--- config.mk ---
export PLATFORM = sky130hd
export DESIGN_NAME = tdm_mux_sequencer_flat
export DESIGN_NICKNAME = d
export VERILOG_FILES = /design/src/rtl/tdm_mux_sequencer_pkg.sv /design/src/rtl/tdm_mux_sequencer_if.sv /design/src/rtl/tdm_mux_sequencer_prio_enc.sv /design/src/rtl/tdm_mux_sequencer.sv /design/src/flat_wrapper.sv
export SDC_FILE = /design/constraint.sdc
export NUM_CORES = 1
export LEC_CHECK = 0
export CAP_MARGIN = 10
export CORE_AREA = 2 2 236 238
export CTS_BUF_LIST = sky130_fd_sc_hd__clkbuf_8
export CTS_CLUSTER_SIZE = 30
export DETAILED_ROUTE_END_ITERATION = 7
export DIE_AREA = 0 0 238 240
export PLACE_DENSITY_LB_ADDON = 0.2
export SETUP_SLACK_MARGIN = 0.4
export SLEW_MARGIN = 5
export SYNTH_ARGS = -nofsm -noshare
export SYNTH_HDL_FRONTEND = slang
export SYNTH_SLANG_ARGS = --single-unit
export TNS_END_PERCENT = 50
--- constraint.sdc ---
create_clock -name clk -period 5.8 [get_ports clk]
set_input_delay 0.87 -clock clk [delete_from_list [all_inputs] [get_ports clk]]
set_output_delay 0.87 -clock clk [all_outputs]
set_load 0.1 [all_outputs]
--- src/rtl/tdm_mux_sequencer_pkg.sv ---
// tdm_mux_pkg: shared state encoding, width helper and default parameters
package tdm_mux_pkg;
  typedef enum logic [1:0] {IDLE, SETTLE, PRESENT, DONE} state_e;
  localparam int NCH_DEF = 64;
  localparam int W_DEF = 8;
  localparam int DWELL_W_DEF = 8;
  function automatic int clog2(input int n);
    int r;
    r = 0;
    for (int v = n - 1; v > 0; v = v >> 1) r++;
    return r;
  endfunction
endpackage

--- src/rtl/tdm_mux_sequencer_if.sv ---
// tdm_mux_sequencer_if: source bank, request controls and tagged output stream
interface tdm_mux_sequencer_if import tdm_mux_pkg::*; #(
  parameter int NCH = NCH_DEF,
  parameter int W = W_DEF,
  parameter int DWELL_W = DWELL_W_DEF
) ();
  localparam int SELW = clog2(NCH);
  logic [NCH*W-1:0] in_data;
  logic mode;
  logic [SELW-1:0] sel_in;
  logic [NCH-1:0] ch_mask;
  logic [DWELL_W-1:0] dwell;
  logic start;
  logic [W-1:0] out_data;
  logic [SELW-1:0] out_ch;
  logic out_valid;
  logic out_ready;
  logic busy;
  logic scan_done;
  modport master (
    output in_data, mode, sel_in, ch_mask, dwell, start, out_ready,
    input out_data, out_ch, out_valid, busy, scan_done
  );
  modport slave (
    input in_data, mode, sel_in, ch_mask, dwell, start, out_ready,
    output out_data, out_ch, out_valid, busy, scan_done
  );
endinterface

--- src/rtl/tdm_mux_sequencer_prio_enc.sv ---
// mux_prio_enc: index of the lowest set bit plus an any-set flag
module mux_prio_enc #(
  parameter int NCH = 64,
  parameter int SELW = 6
) (
  input logic [NCH-1:0] vec,
  output logic [SELW-1:0] idx,
  output logic any_set
);
  assign any_set = |vec;
  // scan from the top so the lowest set bit is the last, winning assignment
  always_comb begin
    idx = '0;
    for (int i = NCH - 1; i >= 0; i--) if (vec[i]) idx = SELW'(i);
  end
endmodule

--- src/rtl/tdm_mux_sequencer.sv ---
// tdm_mux_sequencer: registered N:1 mux with single-shot and masked-scan sequencing
module tdm_mux_sequencer import tdm_mux_pkg::*; #(
  parameter int NCH = NCH_DEF,
  parameter int W = W_DEF,
  parameter int DWELL_W = DWELL_W_DEF
) (
  input logic clk,
  input logic rst,
  tdm_mux_sequencer_if.slave bus
);
  localparam int SELW = clog2(NCH);
  localparam logic [NCH-1:0] ONE = NCH'(1);
  state_e state_q, state_d;
  logic [NCH-1:0] mask_q, mask_d, new_mask, mask_rem, enc_vec;
  logic [SELW-1:0] ptr_q, ptr_d, enc_idx, out_ch_q, out_ch_d;
  logic [DWELL_W-1:0] cnt_q, cnt_d, dwell_q, dwell_d;
  logic [W-1:0] out_data_q, out_data_d;
  logic out_valid_q, out_valid_d, busy_q, busy_d, done_q, done_d, enc_any;
  // an out-of-range sel_in shifts the one-hot bit off the end, leaving an empty mask
  assign new_mask = bus.mode ? bus.ch_mask : ONE << bus.sel_in;
  assign mask_rem = mask_q & ~(ONE << ptr_q);
  assign enc_vec = (state_q == IDLE) ? new_mask : mask_rem;
  mux_prio_enc #(.NCH(NCH), .SELW(SELW)) u_enc (.vec(enc_vec), .idx(enc_idx), .any_set(enc_any));
  // next-state and registered-output logic of the sequencer
  always_comb begin
    state_d = state_q;
    mask_d = mask_q;
    ptr_d = ptr_q;
    cnt_d = cnt_q;
    dwell_d = dwell_q;
    out_data_d = out_data_q;
    out_ch_d = out_ch_q;
    out_valid_d = out_valid_q;
    case (state_q)
      IDLE: if (bus.start) begin
        dwell_d = bus.dwell;
        mask_d = new_mask;
        ptr_d = enc_idx;
        cnt_d = bus.dwell;
        state_d = enc_any ? SETTLE : DONE;
      end
      SETTLE: if (cnt_q == '0) begin
        out_data_d = bus.in_data[int'(ptr_q)*W +: W];
        out_ch_d = ptr_q;
        out_valid_d = 1'b1;
        state_d = PRESENT;
      end else cnt_d = cnt_q - 1'b1;
      PRESENT: if (bus.out_ready) begin
        out_valid_d = 1'b0;
        mask_d = mask_rem;
        ptr_d = enc_idx;
        cnt_d = dwell_q;
        state_d = enc_any ? SETTLE : DONE;
      end
      default: state_d = IDLE;
    endcase
    busy_d = state_d != IDLE;
    done_d = state_d == DONE;
  end
  // state and output registers with synchronous reset
  always_ff @(posedge clk) begin
    if (rst) begin
      state_q <= IDLE;
      mask_q <= '0;
      ptr_q <= '0;
      cnt_q <= '0;
      dwell_q <= '0;
      out_data_q <= '0;
      out_ch_q <= '0;
      out_valid_q <= 1'b0;
      busy_q <= 1'b0;
      done_q <= 1'b0;
    end else begin
      state_q <= state_d;
      mask_q <= mask_d;
      ptr_q <= ptr_d;
      cnt_q <= cnt_d;
      dwell_q <= dwell_d;
      out_data_q <= out_data_d;
      out_ch_q <= out_ch_d;
      out_valid_q <= out_valid_d;
      busy_q <= busy_d;
      done_q <= done_d;
    end
  end
  assign bus.out_data = out_data_q;
  assign bus.out_ch = out_ch_q;
  assign bus.out_valid = out_valid_q;
  assign bus.busy = busy_q;
  assign bus.scan_done = done_q;
endmodule
--- src/flat_wrapper.sv ---
// flat-port wrapper written by rule: the top's interface ports become plain ports
module tdm_mux_sequencer_flat import tdm_mux_pkg::*;
#(
  parameter int NCH = NCH_DEF,
  parameter int W = W_DEF,
  parameter int DWELL_W = DWELL_W_DEF
)
  (clk, rst, bus_in_data, bus_mode, bus_sel_in, bus_ch_mask, bus_dwell, bus_start, bus_out_ready, bus_out_data, bus_out_ch, bus_out_valid, bus_busy, bus_scan_done);
  tdm_mux_sequencer_if #(.NCH(NCH), .W(W), .DWELL_W(DWELL_W)) bus_i ();
  input logic clk;
  input logic rst;
  input wire logic [$bits(bus_i.in_data)-1:0] bus_in_data;
  input wire logic [$bits(bus_i.mode)-1:0] bus_mode;
  input wire logic [$bits(bus_i.sel_in)-1:0] bus_sel_in;
  input wire logic [$bits(bus_i.ch_mask)-1:0] bus_ch_mask;
  input wire logic [$bits(bus_i.dwell)-1:0] bus_dwell;
  input wire logic [$bits(bus_i.start)-1:0] bus_start;
  input wire logic [$bits(bus_i.out_ready)-1:0] bus_out_ready;
  output wire logic [$bits(bus_i.out_data)-1:0] bus_out_data;
  output wire logic [$bits(bus_i.out_ch)-1:0] bus_out_ch;
  output wire logic [$bits(bus_i.out_valid)-1:0] bus_out_valid;
  output wire logic [$bits(bus_i.busy)-1:0] bus_busy;
  output wire logic [$bits(bus_i.scan_done)-1:0] bus_scan_done;
  assign bus_i.in_data = bus_in_data;
  assign bus_i.mode = bus_mode;
  assign bus_i.sel_in = bus_sel_in;
  assign bus_i.ch_mask = bus_ch_mask;
  assign bus_i.dwell = bus_dwell;
  assign bus_i.start = bus_start;
  assign bus_i.out_ready = bus_out_ready;
  assign bus_out_data = bus_i.out_data;
  assign bus_out_ch = bus_i.out_ch;
  assign bus_out_valid = bus_i.out_valid;
  assign bus_busy = bus_i.busy;
  assign bus_scan_done = bus_i.scan_done;
  tdm_mux_sequencer #(.NCH(NCH), .W(W), .DWELL_W(DWELL_W)) u_core (.clk(clk), .rst(rst), .bus(bus_i));
endmodule
* Word-level counts from Yosys, hierarchy flattened
Index checks and enable logic that the tools add are counted.
Widths: inputs -> output; s select.
** Storage, ports and cells
- Register bits after elaboration :: 105
- Input port bits :: 595
- Word-level logic and storage cells :: 119
** Cells by class
- Add/sub/neg operators :: 1
- Equality and inequality tests :: 7
- Shifts and indexed selects :: 3
- Multiplexer cells :: 84
- Bitwise operators :: 2
- Reduce and logical (&&, ||, !) cells :: 12
** Operator list (count)
- $shiftx 512x10->8 :: 1
- $mux 6 :: 66
- $mux 64 :: 4
- $pmux 64 s2 :: 1
- $shl 1x6->64 const A :: 2
- $and 64x64->64 :: 1
- $not 64->64 :: 1
- $reduce_or 64->1 :: 1
- $mux 8 :: 3
- $pmux 8 s3 :: 1
- $pmux 6 s2 :: 1
- $logic_not 8->1 :: 1
- $mux 2 :: 4
- $sub 8x1->8 const B :: 1
- $ne 2x2->1 const B :: 3
- $pmux 2 s3 :: 1
- $reduce_and 3->1 :: 2
- $reduce_bool 2->1 :: 3
- $eq 2x2->1 const B :: 2
- $reduce_and 2->1 :: 2
- $reduce_and 4->1 :: 1
- $reduce_bool 3->1 :: 1
- $eq 2x1->1 const B :: 1
- $logic_not 2->1 :: 1
- other kinds (3) :: 4

* Depth between registers and ports, before layout
- Depth after elaboration :: 70
- Gate-level depth with buffers :: 13

* Modules after synthesis
From an unflattened synthesis, not the netlist that was laid out.
** Unflattened totals
- Cell total of the unflattened synthesis :: 1527
- Area, all modules :: 12236.7 um^2
** Modules (own cells, without submodules)
- tdm_mux_sequencer :: instances 1, cells each 1382, area each 11349.6 um^2, seq. area each 2102.0 um^2
- mux_prio_enc :: instances 1, cells each 145, area each 887.1 um^2, seq. area each 0.0 um^2

* Worst setup path after synthesis
OpenSTA, ideal clock, no wires.
- Path kind :: input port to flip-flop
- From :: input port bus_mode
- To :: register u_core.busy_q (netlist: u_core.bus.busy)
- Arrival time :: 2.792 ns
- Data required time :: 5.715 ns
- Setup slack :: 2.923 ns
- Cell stages on the path :: 10
- Path buffers :: 3
- Cells stage by stage :: buf_2 -> buf_2 -> buf_1 -> a221o_1 -> a222oi_1 -> nand2_1 -> nor3_1 -> and2_1 -> a41oi_2 -> o31ai_2
** On the way
- Cells in the longest elaborated chain, start to end :: 7
- Elaborated cells on any way between the ends :: 8
- Those cells by class :: mux: 6; reduce/logical: 2
** RTL lines
- from (decl) :: RTL line flat_wrapper.sv:13 : input wire logic [$bits(bus_i.mode)-1:0] bus_mode;
- $mux 64 (*) :: RTL line tdm_mux_sequencer.sv:20 : assign new_mask = bus.mode ? bus.ch_mask : ONE << bus.sel_in;
- $mux 64 (*) :: RTL line tdm_mux_sequencer.sv:22 : assign enc_vec = (state_q == IDLE) ? new_mask : mask_rem;
- $reduce_or 64->1 (*) :: RTL line tdm_mux_sequencer_prio_enc.sv:10 : assign any_set = |vec;
- $mux 2 (*) :: RTL line tdm_mux_sequencer.sv:40, tdm_mux_sequencer.sv:53
- $mux 2, on equally long branches :: RTL line tdm_mux_sequencer.sv:48, tdm_mux_sequencer.sv:35
- $pmux 2 s3 (*) :: RTL line tdm_mux_sequencer.sv:34 : case (state_q)
- $reduce_bool 2->1 (*) :: RTL line tdm_mux_sequencer.sv:57 : busy_d = state_d != IDLE;
- to (signal assigned) :: RTL line tdm_mux_sequencer.sv:82 : busy_q <= busy_d;
- to (decl) :: RTL line tdm_mux_sequencer.sv:18 : logic out_valid_q, out_valid_d, busy_q, busy_d, done_q, done_d, enc_any;
Mark *: on every way between the ends. The rest lies on a longest branch, timed or not.
A chain may end at the register's enable or synchronous reset.

* Worst setup path in the final report
- From :: input port bus_sel_in[1]
- To :: register u_core.ptr_q[1]
** On the way
- Cells in the longest elaborated chain, start to end :: 69
- Elaborated cells on any way between the ends :: 70
- Those cells by class :: shift: 1; mux: 69
** RTL lines
- from (decl) :: RTL line flat_wrapper.sv:14 : input wire logic [$bits(bus_i.sel_in)-1:0] bus_sel_in;
- $shl 1x6->64 (*) :: RTL line tdm_mux_sequencer.sv:20
- $mux 64 (*) :: RTL line tdm_mux_sequencer.sv:20
- $mux 64 (*) :: RTL line tdm_mux_sequencer.sv:22
- $mux 6 (63 in a row) :: RTL line tdm_mux_sequencer_prio_enc.sv:14 : for (int i = NCH - 1; i >= 0; i--) if (vec[i]) idx = SELW'(i);
- $mux 6 (*) :: RTL line tdm_mux_sequencer_prio_enc.sv:14
- $mux 6, on equally long branches :: RTL line tdm_mux_sequencer.sv:48, tdm_mux_sequencer.sv:35
- $pmux 6 s2 (*) :: RTL line tdm_mux_sequencer.sv:34
- to (signal assigned) :: RTL line tdm_mux_sequencer.sv:76 : ptr_q <= ptr_d;
- to (decl) :: RTL line tdm_mux_sequencer.sv:15 : logic [SELW-1:0] ptr_q, ptr_d, enc_idx, out_ch_q, out_ch_d;
Mark *: on every way between the ends. The rest lies on a longest branch, timed or not. The select of a mux whose other input is x is not followed.

==> impl_results.md <==
- #FFs+latches synth: 105
- Number of synthesized flops with an enable pin: 0
- Post-DR wirelength/cell: 29.17 µm
- RSZ-0062 raised after global routing: false
- Synth top area share: 0.3170
- Die height: 240 µm
- CP Buf/Inv Count: 1
- CP cell instances: clkdlybuf4s50_1 > nor4bb_1 > a221o_1 > a22oi_1 > o311ai_0 > a21oi_1 > a21oi_1 > o21ai_1 > a2111oi_2
- Top-count cell post-synth: mux4_2
- FF-to-FF End: u_core.bus.busy$_SDFF_PP0_
- Max incr delay on CP: 0.88 ns
- # DRC: 0
- Pwr Density: 364.3 nW/µm²
- Total Die Area: 57120 µm²
- Total negative slack: 0 ns
- CP max FO: 18
- Slew @ Worst Pin: 1.081 ns
- TritonCTS Buffers: 9
- Critical path class: input port to flop
- Syn Area/Cell: 9.244 µm²
- Clock-pin transition on the worst setup and hold timing paths: 0.13 ns
- Post-synthesis mux area share: 0.3305
- Synthesis-to-layout area growth: 57.60%
- Largest net degree at the start of global routing: 66
- Port-buffer cells: 611
- Skew final: 0.02744 ns
- Startpoint types: input port
- 1st-pass router iterations: 5
- CP endpoint kind: flop
- Clk_lat worst skew: 0.40 ns
- Maximum vdd drop: 0.0001969 V
- CP arrival: 4.33 ns
- H-tree depth: 3
- Fin crit share: 0.6945
- Compound-Gate Fraction of Synth Area: 0.2481
- Core Footprint: 54660 µm²
- Final net count: 2404
- Worst Hold Class: flop to flop
- Root buffer cell: clkbuf_8
- Routed WL: 73450 µm
- Slew Viols, Final: 0
- Final hold viol count: 0
- Seq/Total Area, Yosys: 0.1761
- Synthesized area: 11930 µm²
- Synth Instances: 1291
- Largest family of logic cells by synthesized area: multiplexers
- Initial drt markers: 1014
- CTS Hold Bufs: 0
- Leading cell types by count after synthesis: mux4_2 (168), nand2_1 (161), nor2_1 (118)
- Most used cell, CP: a21oi_1
- PostCTS Resize Cnt: 0
- Die width: 238 µm
- Synth Area in Simple Gates: 0.1809
- Half-perimeter wire length after placement: 60390 µm
- DR vias/cell: 5.515
- MaxCap Viol Count: 0
- CTS tree: done
- Placed Instance Area: 18580 µm²
- Ys Warns: 0
- Synth async-reset ratio: 0
- Layout cell share with drive strength beyond 1: 0.1443
- First-pass GRT wire length: 101600 µm
- Reg2reg start: u_core.ptr_q[4]$_SDFFE_PP0P_
- Status: completed
- Vias in the first global route: 13990
- Worst Hold Depth: 2
- Row cnt: 86
- R2R Setup Slk: 1.87 ns
- Final setup viols: 0
- Syn nets: 1891
- Cell family with most CP delay: compound AO/OA/AOI/OAI gates
- ANT nets after route: 0
- Top-Level Pins: 612
- Via count of the routed design: 13890
- FMAX: 248.3 MHz
- Post-synth cell types: 98
- Starting Density: 0.2183
- Pleak: 6.188 nW
- Crit path max-delay cell type: nor4bb_1
- Largest cells by area after synthesis: mux4_2 (32%), dfxtp_1 (18%), nand2_1 (5.1%)
- Post-synthesis adder-cell area fraction: 0.005242
- Hold-critical path endpoint: u_core.bus.out_ch[1]$_SDFFE_PP0P_
- Synth Area in XOR/XNOR: 0.004403
- R2R cell count: 9
- Hold path start: u_core.bus.out_ch[1]$_SDFFE_PP0P_
- Final Instance Area: 18810 µm²
- Initial antenna violation count: 12
- Number of setup buffers added after CTS: 0
- Routability cong.: 0.9492
- Max-slew headroom: 0.2771
- Remaining Overflow, GRT: 0
- Num Clock Sinks: 105
- Critical Path RT: 6.10 ns
- Crit path time final: 4.028 ns
- Main synth FF type: dfxtp_1
- Synth area leader: mux4_2
- Clock Path Buffers: 2
- GRT Total Usage: 0.2496
[how the worst max path moves through the flow]
stage / endpoint / from / slack, ns / cells past startpoint
2_1_floorplan: u_core.bus.busy$_SDFF_PP0_ / bus_mode / 2.92 / 10
3_3_place_gp: u_core.ptr_q[1]$_SDFFE_PP0P_ / bus_sel_in[1] / 1.64 / 9
3_5_place_dp: u_core.ptr_q[1]$_SDFFE_PP0P_ / bus_sel_in[1] / 1.50 / 9
4_1_cts: u_core.ptr_q[1]$_SDFFE_PP0P_ / u_core.ptr_q[3]$_SDFFE_PP0P_ / 1.86 / 9
5_1_grt: u_core.bus.busy$_SDFF_PP0_ / u_core.ptr_q[2]$_SDFFE_PP0P_ / 1.63 / 9
6_report: u_core.ptr_q[1]$_SDFFE_PP0P_ / bus_sel_in[1] / 1.77 / 9
[where the power goes]
part           switching (mW)  leakage (nW)  internal (mW)  total (mW)
registers               0.270         0.864          0.920        1.19
clock network           0.313         0.107          0.210       0.522
logic                    2.85          5.22           2.29        5.14
[cell usage in the layout (no fill, tap or decap), types with 29 or more instances in the layout]
cell             instances
a22oi_1                 43
o211ai_1                32
mux4_2                 168
nand2_1                161
a211oi_1                29
o21ai_0                 59
dfxtp_1                101
clkdlybuf4s50_1        609
nor2_1                 118
a21oi_1                 73
[layer usage]
| layer | up-vias | share of wire | routed length, µm | track usage |
|---|---|---|---|---|
| met5 | - | 0.00031 | 23 | 0 |
| met4 | 4 | 0.038 | 2779 | 0.09962 |
| met3 | 91 | 0.067 | 4923 | 0.04742 |
| met2 | 666 | 0.48 | 35200 | 0.4174 |
| met1 | 6918 | 0.42 | 30530 | 0.3173 |
| li1 | 6207 | - | - | - |
[registers in the layout, summed over array words and instances (netlist names), 2 cells and up]
signal,count
u_core.bus.out_ch,6
u_core.cnt_q,8
u_core.mask_q,64
u_core.ptr_q,6
u_core.bus.out_data,8
u_core.state_q,2
u_core.dwell_q,8
[worst min-delay path, cell delays in order (launching register included)]
cell     delay [ns]
dfxtp_1        0.33
nand2_1        0.05
a21oi_1        0.05
[logic make-up (layout without fill, tap and decap cells)]
group | after synthesis | after routing
other | 0 | 5
xor gates and xnor gates | 6 | 6
AOI/OAI and AO/OA | 415 | 415
muxes | 184 | 184
DFF | 105 | 105
and+or+nand+nor | 428 | 428
buffers and inverters | 148 | 666
adders and majority gates | 5 | 5
[through the flow]
stage	hold WS [ns]	power [mW]	std cells	worst slack, ns	util
4_1_cts	0.4663	6.913	2513	1.863	0.3438
2_1_floorplan	0.4368	4.491	1291	2.923	-
6_report	0.4643	6.852	2518	1.772	0.3441
3_5_place_dp	0.4485	6.367	2497	1.502	0.3400
5_1_grt	0.4837	7.277	2517	1.627	0.3440
3_3_place_gp	0.4463	6.382	2497	1.642	0.3400
[cell type report]
class                   instances  area (µm²)
repair buffers                637        6316
inverters                      13       48.80
multi-input cells            1038        9224
clock inverters                 7       87.58
well taps                     704       880.8
clock buffers                   9       123.9
flip-flops and latches        105        2115
diodes                          5       12.51
fillers                      5606       35850
(Power assumes the default switching activity.)
